**src/rtl/pwm_multichannel_generator.sv**
```systemverilog
// pwm_multichannel_generator: NUM_CH edge-aligned PWM channels sharing one prescaled period counter
module pwm_multichannel_generator #(
    parameter int NUM_CH  = 2,
    parameter int WIDTH   = 8,
    parameter int PRESC_W = 8
) (
    input  logic                    clk,
    input  logic                    reset,
    input  logic                    enable,
    input  logic [PRESC_W-1:0]      prescale,
    input  logic [WIDTH-1:0]        period,
    input  logic [NUM_CH*WIDTH-1:0] duty_in,
    input  logic                    duty_load,
    output logic                    load_pending,
    output logic                    period_tick,
    output logic [NUM_CH-1:0]       pwm_out
);
    logic [PRESC_W-1:0]      pre_cnt;
    logic [WIDTH-1:0]        cnt;
    logic [WIDTH-1:0]        period_act;
    logic [WIDTH-1:0]        period_stg;
    logic [NUM_CH*WIDTH-1:0] duty_act;
    logic [NUM_CH*WIDTH-1:0] duty_stg;
    logic                    tick;
    logic                    wrap;
    logic                    apply;
    logic [NUM_CH-1:0]       cmp;

    // counter advance, wrap detection and when staged values get promoted (wrap or while disabled)
    always_comb begin
        tick  = enable && (pre_cnt == prescale);
        wrap  = tick && (cnt >= period_act);
        apply = load_pending && (wrap || !enable);
    end

    // unsigned per-channel compare against the shared counter
    always_comb begin
        cmp = '0;
        for (int i = 0; i < NUM_CH; i++)
            cmp[i] = enable && (cnt < duty_act[i*WIDTH +: WIDTH]);
    end

    // prescaler and period counter; wrap is by compare so cnt never exceeds period_act
    always_ff @(posedge clk) begin
        if (!reset || !enable) begin
            pre_cnt     <= '0;
            cnt         <= '0;
            period_tick <= 1'b0;
        end else begin
            pre_cnt     <= tick ? '0 : pre_cnt + 1'b1;
            period_tick <= wrap;
            if (tick)
                cnt <= wrap ? '0 : cnt + 1'b1;
        end
    end

    // staging capture and boundary apply; a load coincident with apply keeps the new values pending
    always_ff @(posedge clk) begin
        if (!reset) begin
            duty_act     <= '0;
            period_act   <= '1;
            duty_stg     <= '0;
            period_stg   <= '0;
            load_pending <= 1'b0;
        end else begin
            if (apply) begin
                duty_act   <= duty_stg;
                period_act <= period_stg;
            end
            if (duty_load) begin
                duty_stg   <= duty_in;
                period_stg <= period;
            end
            load_pending <= duty_load || (load_pending && !apply);
        end
    end

    // registered outputs, one clock behind the counter
    always_ff @(posedge clk) begin
        pwm_out <= reset ? cmp : '0;
    end
endmodule

```
**config.mk**
```make
export PLATFORM = sky130hd
export DESIGN_NAME = pwm_multichannel_generator
export DESIGN_NICKNAME = d
export VERILOG_FILES = /design/src/rtl/pwm_multichannel_generator.sv
export SDC_FILE = /design/constraint.sdc
export NUM_CORES = 1
export LEC_CHECK = 0
export CORE_ASPECT_RATIO = 0.5
export CORE_MARGIN = 1.5
export CORE_UTILIZATION = 48
export CTS_CLUSTER_SIZE = 20
export DETAILED_ROUTE_END_ITERATION = 6
export PLACE_DENSITY = 0.75
export SYNTH_ARGS = -nofsm -noshare
export SYNTH_HDL_FRONTEND = slang
export SYNTH_SLANG_ARGS = --single-unit
```
**constraint.sdc**
```tcl
create_clock -name clk -period 4.2 [get_ports clk]
set_input_delay 0.84 -clock clk [delete_from_list [all_inputs] [get_ports clk]]
set_output_delay 0.84 -clock clk [all_outputs]
set_load 0.01 [all_outputs]
```
==> metrics.md <==
| Metric | Value |
|---|---|
| Die area | `0.00714 mm²` |
| Root Driver | `clkbuf_16` |
| Commonest non-fill, non-tap cells in the layout | `dfxtp_1, clkdlybuf4s50_1, nand2_1, mux2i_1, o21ai_0` |
| Sequential area share after synthesis | `0.429` |
| PostCTS Resize Cnt | `0` |
| CORE AREA | `0.00623 mm²` |
| Tightest Pin Transition | `1.17 ns` |
| Simple-gate area share of the yosys netlist | `0.197` |
| Via/cell ratio | `5.06` |
| Via count | `2,409` |
| Grt peak-use layer | `met2` |
| CTS max path bufs | `2` |
| Pre-CTS WS | `1.11 ns` |
| Core Util, Final | `0.630` |
| First-pass GRT wire length | `10.4 mm` |
| Fin area | `0.00392 mm²` |
| Fmax achieved | `351 MHz` |
| Initial antenna violation count | `0` |
| Startpoint Class | `flop` |
| Tightest hold margin | `0.460 ns` |
| Non-Filler Instances | `476` |
| Syn. warnings | `0` |
| Initial DRC count | `71` |
| Height of the chip | `60.5 µm` |
| Largest family of logic cells by synthesized area | `simple AND/OR/NAND/NOR gates` |
| Commonest non-fill, non-tap cell in the layout | `dfxtp_1` |
| Slew Viols, Final | `0` |
| Worst skew pair latency | `0.33 ns` |
| WL per Instance | `12.9 µm` |
| Worst EP arrival | `3.04 ns` |
| CTS sink count | `68` |
| Residual DRC | `0` |
| Synth top area share | `0.429` |
| Number of global-route vias before repair | `2,319` |
| Worst hold path type | `reg2reg` |
| Initial Util | `0.509` |
| Total power per unit cell area | `392 mW/mm²` |
| Setup Total Neg Slack | `0 ns` |
| Post-synth cell types | `29` |
| Post-Syn Area per Cell | `9.10 µm²` |
| Post-Syn Nets | `409` |
| CP Max Fanout | `40` |
| Ratio of final minimum period to clock period | `0.678` |
| CTS tree | `built` |
| RD Place Congestion | `0.827` |
| M3 GR Usage | `0.0780` |
| GRT Total Usage | `0.191` |
| Row cnt | `20` |
| H-tree depth | `3` |
| Status | `finished, final reports clean` |
| Relative slew slack | `0.213` |
| CTS Buf Count | `9` |
| Final ANT Viol Nets | `0` |
| Die Wd | `118 µm` |
| Num ports | `40` |
| Cells after Synth | `349` |
| Antenna Cells | `0` |
| Synthesized cell area | `0.00317 mm²` |
| Cells after DPL | `462` |
| GRT overflow | `0` |
| Number of port buffers | `39` |
| TritonRoute pass-1 iters | `4` |
| Share of cells above drive strength 1 | `0.0490` |
| Final setup violation count | `0` |
| PnR worst setup slack | `1.35 ns` |
| Met1 GRT Util | `0.225` |
| Post-DP Area | `0.00363 mm²` |
| Type of element capturing the critical path | `flop` |
| Yosys reg bits | `68` |
| Required time of the critical path | `4.39 ns` |
| Synth area leaders | `dfxtp_1, mux2i_1, ha_1` |
| RSZ-0062 raised after global routing | `no` |
| M2 GR Usage | `0.322` |
| Largest area contributor in the netlist | `dfxtp_1` |
| Clk slew on worst S/H paths | `0.05 ns` |
| Clk_skew | `0.00282 ns` |
| Leakage | `1.64 nW` |
| Max Cap Viol | `0` |
| Xor and xnor area share after synthesis | `0.0386` |
| DP HPWL | `4.33 mm` |
| R2r setup slk | `1.35 ns` |
| Largest net degree at the start of global routing | `68` |
| Compound-gate portion of the synthesized area | `0.0907` |
| CP Class | `reg2reg` |
| Min cycle time layout | `2.85 ns` |
| Area added between synthesis and finish | `23.6%` |
| Design Power | `1.54 mW` |
| Post-CTS Setup Bufs | `0` |
| Cts hold-fix bufs | `0` |
| Final hold vios | `0` |
| Routed WL | `6.14 mm` |
| Nets@finish | `445` |
| Mux share of post-synthesis cell area | `0.101` |
| Adder-Cell Fraction of Synth Area | `0.0946` |
| VDD IR max | `222 µV` |
-- per-layer routing --
metal / vias to the layer above / part of all wire
met5: - / 0
met1: 1102 / 0.49
li1: 1257 / -
met4: 0 / 0.0094
met2: 43 / 0.45
met3: 7 / 0.050
-- where the power goes --
| part | total [mW] | switching, mW | internal [mW] |
|---|---|---|---|
| sequential | 0.683 | 0.0130 | 0.670 |
| clock | 0.738 | 0.255 | 0.484 |
| combinational | 0.117 | 0.0500 | 0.0668 |
| total | 1.54 | 0.318 | 1.22 |
-- state kept, by name (all words and copies together), names as in the netlist --
name and count:
duty_act 16, duty_stg 16, cnt 8, period_act 8, period_stg 8, pre_cnt 8, pwm_out 2, load_pending 1
period_tick 1
-- synthesized netlist by cell type --
cell and n:
a221oi_1 1, and3_1 8, a211oi_1 2, o21ai_0 27
mux2i_1 32, nor2b_1 26, buf_1 2, or2_4 1
xnor2_1 12, a21oi_1 8, a31oi_1 3, a21o_1 7
nor2_1 12, nand3_1 21, or3_1 1, nand2b_1 3
or4_1 2, nor3_1 3, nor4_1 2, dfxtp_1 68
buf_2 2, nand2_1 34, clkbuf_1 13, or3b_1 6
o311ai_0 2, nand4_1 1, ha_1 24, inv_1 24
xor2_1 2
-- critical path, cell delays in order, from the launching register on --
cell and delay (ns):
dfxtp_1 0.51, ha_1 0.30, a21o_1 0.18, a221oi_1 0.24, o21ai_0 0.45, a31oi_2 0.33, buf_4 0.39, mux2i_1 0.25
nand2_1 0.07
-- final timing paths --
| kind | from | end | depth (start not counted) |
|---|---|---|---|
| max | cnt[4]$_SDFFE_PP0P_ | period_act[0]$_SDFFE_PN1P_ | 8 |
| max reg2reg | cnt[4]$_SDFFE_PP0P_ | period_act[0]$_SDFFE_PN1P_ | 8 |
| min | duty_stg[0]$_SDFFE_PN0P_ | duty_act[0]$_SDFFE_PN0P_ | 2 |
| min reg2reg | duty_stg[0]$_SDFFE_PN0P_ | duty_act[0]$_SDFFE_PN0P_ | 2 |
-- cell type report --
type                       instances  area (µm²)
fill                             529        2310
multi-input combinational        240        1660
sequential                        68        1360
timing repair buffer              42         408
clock buffer                      12         256
tap                               88         110
inverter                          24        90.1
clock inverter                     2        35.0
-- kinds of logic (layout without fill, tap and decap cells) --
logic type / Yosys count / in the layout
AOI/OAI and AO/OA: 50 / 50
xor gates and xnor gates: 14 / 14
adders and majority gates: 24 / 24
buffers and inverters: 41 / 80
DFF: 68 / 68
muxes: 32 / 32
and+or+nand+nor: 120 / 120
Power figures use the tool's default switching activity.
